==> src/rtl/rr_arbiter4.sv <==
// Four-way round-robin arbiter with a bounded hold time; grant, sel, busy and timeout are all registered.
// A grant lands one edge after a request in IDLE, and every release is followed by at least one IDLE cycle.
module rr_arbiter4 #(
  parameter int MAX_HOLD = 16
) (
  input  logic       clk,
  input  logic       rst_n,
  input  logic [3:0] req,
  input  logic [3:0] last,
  output logic [3:0] grant,
  output logic [1:0] sel,
  output logic       busy,
  output logic       timeout
);

  localparam int CW = (MAX_HOLD > 2) ? $clog2(MAX_HOLD) : 1;
  localparam logic [CW-1:0] HOLD_LAST = CW'(MAX_HOLD - 1);

  typedef enum logic {
    IDLE = 1'b0,
    BUSY = 1'b1
  } state_t;

  state_t          state_q, state_d;
  logic [3:0]      grant_q, grant_d;
  logic [1:0]      sel_q, sel_d;
  logic [1:0]      ptr_q, ptr_d;
  logic [CW-1:0]   hold_q, hold_d;
  logic            busy_q, busy_d;
  logic            timeout_q, timeout_d;

  logic [1:0]      winner;
  logic [1:0]      idx;
  logic            found;
  logic            rel_abort;
  logic            rel_normal;
  logic            rel_forced;
  logic            rel_any;

  // Search ptr, ptr+1, ... modulo 4; the first set request wins.
  always_comb begin
    winner = ptr_q;
    found  = 1'b0;
    idx    = 2'd0;
    for (int i = 0; i < 4; i++) begin
      idx = ptr_q + 2'(i);
      if (!found && req[idx]) begin
        winner = idx;
        found  = 1'b1;
      end
    end
  end

  // While BUSY, sel_q names the grantee, so only its req/last bits matter.
  assign rel_abort  = ~req[sel_q];
  assign rel_normal = last[sel_q];
  assign rel_forced = (hold_q == HOLD_LAST);
  assign rel_any    = rel_abort | rel_normal | rel_forced;

  always_ff @(posedge clk) begin
    if (!rst_n) begin
      state_q   <= IDLE;
      grant_q   <= 4'b0000;
      sel_q     <= 2'd0;
      ptr_q     <= 2'd0;
      hold_q    <= '0;
      busy_q    <= 1'b0;
      timeout_q <= 1'b0;
    end else begin
      state_q   <= state_d;
      grant_q   <= grant_d;
      sel_q     <= sel_d;
      ptr_q     <= ptr_d;
      hold_q    <= hold_d;
      busy_q    <= busy_d;
      timeout_q <= timeout_d;
    end
  end

  always_comb begin
    state_d = state_q;
    case (state_q)
      IDLE:    if (found)   state_d = BUSY;
      BUSY:    if (rel_any) state_d = IDLE;
      default: state_d = IDLE;
    endcase
  end

  always_comb begin
    grant_d   = grant_q;
    sel_d     = sel_q;
    ptr_d     = ptr_q;
    hold_d    = hold_q;
    busy_d    = busy_q;
    timeout_d = 1'b0;
    case (state_q)
      IDLE: begin
        if (found) begin
          grant_d = 4'b0001 << winner;
          sel_d   = winner;
          ptr_d   = winner + 2'd1;
          hold_d  = '0;
          busy_d  = 1'b1;
        end else begin
          grant_d = 4'b0000;
          busy_d  = 1'b0;
        end
      end
      BUSY: begin
        if (rel_any) begin
          grant_d   = 4'b0000;
          busy_d    = 1'b0;
          // A timeout is reported only when nothing else explains the release.
          timeout_d = rel_forced & ~rel_abort & ~rel_normal;
        end else begin
          hold_d = hold_q + CW'(1);
        end
      end
      default: begin
        grant_d = 4'b0000;
        busy_d  = 1'b0;
      end
    endcase
  end

  assign grant   = grant_q;
  assign sel     = sel_q;
  assign busy    = busy_q;
  assign timeout = timeout_q;

endmodule

==> config.mk <==
export PLATFORM = sky130hd
export DESIGN_NAME = rr_arbiter4
export DESIGN_NICKNAME = d
export VERILOG_FILES = /design/src/rtl/rr_arbiter4.sv
export SDC_FILE = /design/constraint.sdc
export NUM_CORES = 1
export LEC_CHECK = 0
export CAP_MARGIN = 20
export CELL_PAD_IN_SITES_DETAIL_PLACEMENT = 1
export CELL_PAD_IN_SITES_GLOBAL_PLACEMENT = 1
export CORE_ASPECT_RATIO = 1.1
export CORE_MARGIN = 2
export CORE_UTILIZATION = 35
export DETAILED_ROUTE_END_ITERATION = 12
export PLACE_DENSITY_LB_ADDON = 0.05
export SLEW_MARGIN = 20
export SYNTH_ARGS = -nofsm -noshare
export SYNTH_HDL_FRONTEND = slang
export SYNTH_SLANG_ARGS = --single-unit
==> constraint.sdc <==
create_clock -name clk -period 2.3 [get_ports clk]
set_clock_uncertainty 0.15 [all_clocks]
set_input_delay 0.46 -clock clk [delete_from_list [all_inputs] [get_ports clk]]
set_output_delay 0.46 -clock clk [all_outputs]
set_load 0.005 [all_outputs]
# ---- Yosys cells after proc, flatten, opt, wreduce, memory -nomap -nowiden
# Index checks and enable logic that the tools add are counted.
dict set report op_classes {
  addsub 5
  multipliers 0
  n_div 0
  magnitude_cmp 5
  n_eq_ne 4
  shifts 1
  muxes 30
  bitwise 7
  reduce_logical 9
}
# op n
set op_table {}
lappend op_table {{$mux 4} 4}
lappend op_table {{$pmux 4 s2} 2}
lappend op_table {{$lt 2x3->1 const B} 5}
lappend op_table {{$mux 1} 13}
lappend op_table {{$bmux 1 s2} 6}
lappend op_table {{$mux 2} 3}
lappend op_table {{$add 2x1->2 const B} 2}
lappend op_table {{$add 2x2->2 const B} 2}
lappend op_table {{$add 4x1->4 const B} 1}
lappend op_table {{$eq 4x4->1 const B} 1}
lappend op_table {{$ne 2x2->1 const B} 2}
lappend op_table {{$pmux 1 s2} 2}
lappend op_table {{$reduce_and 2->1} 2}
lappend op_table {{$shl 1x2->4 const A} 1}
lappend op_table {{$logic_and 1x1->1} 3}
lappend op_table {{$logic_not 1->1} 3}
lappend op_table {{$not 1->1} 3}
lappend op_table {{$reduce_and 3->1} 1}
lappend op_table {{$and 1x1->1} 2}
lappend op_table {{$ne 2x1->1 const B} 1}
lappend op_table {{$or 1x1->1} 2}
dict set report word_totals {
  ff_bits 15
  latchBits 0
  mem_bits_rw 0
  rom_bits 0
  inputBits 10
  n_memories 0
}

# ---- Logic depth before layout (Yosys ltp)
# Gate-level depths: netlist of run 1.
dict set report logic_depth {
  depth_word 15
  ltp_mapped 7
  ltp_nobuf 7
}

# ---- Worst setup path after synthesis of run 1
# No wires, ideal clock.
dict set report synth_path {
  kind {input-to-reg}
  start {input req[2]}
  end {register ptr_q[1]}
  arrival_ns 1.373
  setup_slack_ns 0.707
  cell_stages 7
  path_buffers 0
  cell_sequence {nor2b_1 -> o21ai_0 -> a21oi_1 -> nand2b_1 -> ha_1 -> nand2_1 -> a21boi_1}
}
dict set report synth_between {
  elab_chain_cells 13
}
# element line_no
set synth_rtl {}
lappend synth_rtl {{from (decl)} 8} ;# input logic [3:0] req,
lappend synth_rtl {{$bmux 1 s2} 47} ;# if (!found && req[idx]) begin
lappend synth_rtl {{$mux 1 (not written as such)} 47}
lappend synth_rtl {{$mux 1} 47}
lappend synth_rtl {{$logic_not 1->1} 47}
lappend synth_rtl {{$logic_and 1x1->1} 47}
lappend synth_rtl {{$mux 1} 47}
lappend synth_rtl {{$logic_not 1->1} 47}
lappend synth_rtl {{$logic_and 1x1->1} 47}
lappend synth_rtl {{$mux 1} 47}
lappend synth_rtl {{$logic_not 1->1} 47}
lappend synth_rtl {{$logic_and 1x1->1} 47}
lappend synth_rtl {{$mux 2 (*)} 47}
lappend synth_rtl {{net winner[1]} 32} ;# logic [1:0] winner;
lappend synth_rtl {{$add 2x1->2 (*)} 101} ;# ptr_d = winner + 2'd1;
lappend synth_rtl {{to (signal assigned)} 73} ;# ptr_q <= ptr_d;
lappend synth_rtl {{to (decl)} 27} ;# logic [1:0] ptr_q, ptr_d;
# Mark *: on every way through the listed nets, which the timed path passes. The rest lies on a longest branch. The select of a mux whose other input is x is not followed.
# A chain may end at the register's enable or synchronous reset.

# ---- Final worst setup path of run 1
dict set report layout_path {
  start {input req[3]}
  end {register ptr_q[1]}
}
# Same word-level chain as after synthesis.

==> results.toml, run 1 <==
[status]
status = "complete, no violations"

[cells_and_area]
nets = 132
layout.area.seq_um2 = 300.3
multiInputGateArea_um2 = 519.2
drive_gt1_share_pct = 10.34
fillerInstances = 281
syn_to_final_growth_pct = 25.48
final_common_cell = "clkdlybuf4s50_1"
layout_common_cells = "clkdlybuf4s50_1 (17), dfxtp_1 (15), nand2_1 (12)"
diodes = 0

[clocking]
ctsResizeCount = 0
hold_buffers = 0
cts_root_buffer = "clkbuf_4"
post_cts_buffers = 0
clock_latency_ns = 0.29
clock_path_buffers = 2
htreeDepth = 1
clkTransAtPathRegs_ns = 0.09
cts-buffers-inserted = 3
cts_tree = "done"
cts_num_sinks = 15

[synth]
netlist_instances = 98
ys_ff_latch = 15
synth_edf_count = 0
syn-cell-area_um2 = 854.6
synth_ff_type = "dfxtp_1"
avgSynthCellArea_um2 = 8.720
syn_nets = 113
synthArstFlopShare_pct = 0
ys_warn_count = 0
ys_seq_area_share_pct = 35.14
yosysUniqueCellTypes = 31

[floorplan]
rows = 18
core_area_um2 = 2275
dieArea_um2 = 2853
die_w_um = 51.12
io_pins = 18
start_util_pct = 37.57
dieHeight_um = 55.83

[drt]
drt-wirelength-per-cell_um = 13.49
wirelength_um = 1970
drc = 0
first_iter_violations = 2
dr.pass1.iters = 2
via_per_inst = 5.123
ant_nets = 0
vias = 748

[pwr]
vdd_drop_max_mv = 0.4114
p_total_mw = 0.6472
comb_power_share_pct = 28.5
p_int_mw = 0.4412
p_clk_share_pct = 23.9
netSwitchingPower_mw = 0.2060
swShare_pct = 31.83
seq_power_share_pct = 47.6
p_per_area_nw_per_um2 = 603.5
power_leakage_nw = 0.4180

[sta]
rsz0062_at_grt = "false"
period_share_pct = 89.37
slew_violations = 0
worst_pin_slew_ns = 0.6673
max-slew-margin-rel_pct = 55.35
max_freq_ghz = 0.4865
finalHoldViolations = 0
finalSetupViolCount = 0
tns_ns = 0
min_period_ns = 2.056

[grt]
antenna_found_initial = 0
grt_pass1_vias = 787
track_usage_pct = 15.27
grt_pass1_wl_um = 3360
globalRouteOverflowTotal = 0
grt_max_degree = 25

[worst_setup_path]
cp.arrival_ns = 2.09
required_ns = 2.34
path_class = "in2reg"
start_kind = "primary input"
cp_max_fo = 8
cp-end-kind = "flip-flop"

[run]
drv_cap = 0

[placement]
hpwl_um = 1476
port_buffers = 17
gp_routability_congestion = 0.7041

[min_path]
hold_class = "reg2reg"
[per-layer routing]
metal	vias up	part of all wire [%]	track usage, %
met5	-	0	0
met4	0	0.76	2.317
met3	3	3.3	5.645
met2	9	50	27.27
met1	357	45	17.28
li1	379	-	-
[path summary, 6_finish.rpt]
path	start	to	slack (ns)	depth (start not counted)
max	req[3]	ptr_q[1]$_SDFFE_PN0P_	0.24	8
min	grant[0]$_SDFFE_PN0P_	grant[0]$_SDFFE_PN0P_	0.30	2
max reg2reg	ptr_q[1]$_SDFFE_PN0P_	ptr_q[1]$_SDFFE_PN0P_	0.58	7
min reg2reg	grant[0]$_SDFFE_PN0P_	grant[0]$_SDFFE_PN0P_	0.30	2
[cells by family after synthesis]
logic type | Yosys count | synth area share [%]
and+or+nand+nor | 47 | 30.45
AOI/OAI and AO/OA | 20 | 18.30
DFF | 15 | 35.14
buffers and inverters | 7 | 4.099
adders and majority gates | 5 | 7.321
muxes | 4 | 4.685
[registers in the layout (all words and copies together) (netlist names)]
name     count
busy         1
grant        4
hold_q       4
ptr_q        2
sel          2
state_q      1
timeout      1
[power groups by stage]
stage / sequential, mW / combinational, mW / clock [mW]
global placement: 0.314 / 0.182 / 0
CTS: 0.309 / 0.187 / 0.162
global route: 0.312 / 0.209 / 0.172
finish: 0.308 / 0.184 / 0.155
detailed placement: 0.315 / 0.186 / 0
floorplan: 0.310 / 0.118 / 0
[through the flow]
step / hold slack (ns) / std cells / area [um^2] / worst slack, ns / util [%]
after floorplan: 0.2947 / 98 / 854.6 / 0.7070 / -
after global placement: 0.2911 / 142 / 1046 / 0.03634 / 45.98
after detailed placement: 0.2946 / 142 / 1046 / -0.06602 / 45.98
after CTS: 0.3067 / 146 / 1072 / 0.2540 / 47.14
after global routing: 0.3201 / 146 / 1072 / 0.07741 / 47.14
final: 0.3032 / 146 / 1072 / 0.2444 / 47.14
[Yosys cell counts (2+ instances only)]
cell type,count,share of area [%]
a21boi_1,2,1.8
a21oi_1,4,2.3
and3_2,2,1.8
clkbuf_1,2,0.88
dfxtp_1,15,35
ha_1,5,7.3
inv_1,2,0.88
mux2i_1,4,4.7
nand2_1,12,5.3
nand2b_1,4,2.9
nand3_1,11,6.4
nand3b_1,3,2.6
nor2_1,3,1.3
nor2b_1,5,3.7
o21ai_0,3,1.8
o21ai_1,6,3.5
[area by class of cell]
type                       count  area share (%)
inverter                       3           1.050
timing repair buffer          18           16.57
sequential                    15           28.00
clock buffer                   4           2.450
tap                           30           3.501
multi-input combinational     76           48.42
[worst max-delay path, stage by stage]
cell and delay, ns:
clkdlybuf4s50_1 0.62, nor3_1 0.07, or2_0 0.20, a21oi_1 0.22
nand2b_1 0.18, ha_1 0.23, nand2_1 0.06, a21boi_1 0.06
(Power assumes the default switching activity.)
==> inputs of run 2 (changes only) <==
Settings changed: REMOVE_ABC_BUFFERS set to 1.
==> results.toml, run 2 (same netlist as run 1, synthesis figures left out) <==
[status]
status = "complete, no violations"

[grt]
grt_pass1_wl_um = 3332
grt_use_met3_pct = 5.108
antenna_found_initial = 0
grt-busiest-layer = "met2"
grt_max_degree = 25
use_met2_pct = 25.05
track_usage_pct = 15.07
grt_pass1_vias = 749
globalRouteOverflowTotal = 0
use_met1_pct = 19.00

[worst_setup_path]
worstRegToRegCells = 7
ff2ff_setup_slack_ns = 0.59
required_ns = 2.34
cp-end-kind = "flip-flop"
reg2reg_to = "ptr_q[1]$_SDFFE_PN0P_"
cp_max_fo = 8
cp.arrival_ns = 2.08
start_kind = "primary input"
worstReg2RegStart = "ptr_q[1]$_SDFFE_PN0P_"
path_class = "in2reg"

[cells_and_area]
final_area_um2 = 1081
postLayoutCoreUtil_pct = 47.52
nets = 133
syn_to_final_growth_pct = 26.50
fillerInstances = 276
multiInputGateArea_um2 = 519.2
diodes = 0
layout_common_cells = "clkdlybuf4s50_1 (17), dfxtp_1 (15), nand2_1 (12)"
drive_gt1_share_pct = 11.97
final_common_cell = "clkdlybuf4s50_1"
layout.area.seq_um2 = 300.3

[sta]
period_share_pct = 88.33
max-slew-margin-rel_pct = 55.64
tns_ns = 0
max_freq_ghz = 0.4922
slew_violations = 0
min_period_ns = 2.032
rsz0062_at_grt = "false"
finalSetupViolCount = 0
worst_pin_slew_ns = 0.6630
finalHoldViolations = 0

[clocking]
post_cts_buffers = 0
htreeDepth = 1
clock_path_buffers = 2
cts_root_buffer = "clkbuf_4"
hold_buffers = 0
cts_num_sinks = 15
clock_latency_ns = 0.29
cts_tree = "done"
clkTransAtPathRegs_ns = 0.10
ctsResizeCount = 0
cts-buffers-inserted = 3

[min_path]
hold_class = "reg2reg"
worstHoldPathCells = 2
hold_end = "busy$_SDFFE_PN0P_"
hold_start = "busy$_SDFFE_PN0P_"

[floorplan]
start_util_pct = 37.57
io_pins = 18
dieArea_um2 = 2853
dieHeight_um = 55.83
rows = 18
die_w_um = 51.12
core_area_um2 = 2275

[drt]
vias = 742
drc = 0
drt-wirelength-per-cell_um = 13.16
dr.pass1.iters = 3
first_iter_violations = 7
ant_nets = 0
wirelength_um = 1934
via_per_inst = 5.048

[placement]
port_buffers = 17
hpwl_um = 1468
dpl-instance-area_um2 = 1054
gp_routability_congestion = 0.6823

[pwr]
vdd_drop_max_mv = 0.4420
p_per_area_nw_per_um2 = 599.4
power_leakage_nw = 0.4255

[run]
drv_cap = 0
==> run 2: layer usage <==
| layer | up-vias | wire length [um] |
|---|---|---|
| met5 | - | 0 |
| met4 | 0 | 0 |
| met3 | 0 | 69 |
| met2 | 8 | 972 |
| met1 | 352 | 893 |
| li1 | 382 | - |
==> run 2: how the worst max path moves through the flow <==
stage,cells after the start,startpoint,end
6_report,8,req[3],ptr_q[1]$_SDFFE_PN0P_
5_1_grt,8,req[3],grant[2]$_SDFFE_PN0P_
4_1_cts,8,req[3],ptr_q[1]$_SDFFE_PN0P_
3_5_place_dp,8,req[3],ptr_q[1]$_SDFFE_PN0P_
3_3_place_gp,5,req[3],sel[1]$_SDFFE_PN0P_
2_1_floorplan,7,req[2],ptr_q[1]$_SDFFE_PN0P_
==> run 2: area by class of cell <==
type,count,area share (%)
clock inverter,1,0.4630
multi-input combinational,76,48.03
sequential,15,27.78
timing repair buffer,19,17.13
tap,30,3.472
clock buffer,3,2.083
inverter,3,1.042
==> run 2: metrics by stage <==
step,hold slack (ns),setup WS [ns],instances,power [mW]
2_1_floorplan,0.2947,0.6989,94,0.4183
3_3_place_gp,0.2882,0.002554,143,0.4972
3_5_place_dp,0.2941,-0.06390,143,0.5037
4_1_cts,0.3089,0.2736,147,0.6618
5_1_grt,0.3280,0.1492,147,0.6928
6_report,0.3066,0.2684,147,0.6479
==> run 2: where the power goes <==
group / internal [mW] / switching [mW] / total, mW
logic: 0.0911 / 0.0935 / 0.185
clock network: 0.0647 / 0.0899 / 0.155
registers: 0.284 / 0.0253 / 0.309
total: 0.439 / 0.209 / 0.648
==> run 2: worst max-delay path, stage by stage <==
cell and delay (ns):
clkdlybuf4s50_1 0.62, nor3_1 0.07, or2_0 0.20, a21oi_1 0.20
nand2b_1 0.18, ha_1 0.24, nand2_1 0.06, a21boi_1 0.06
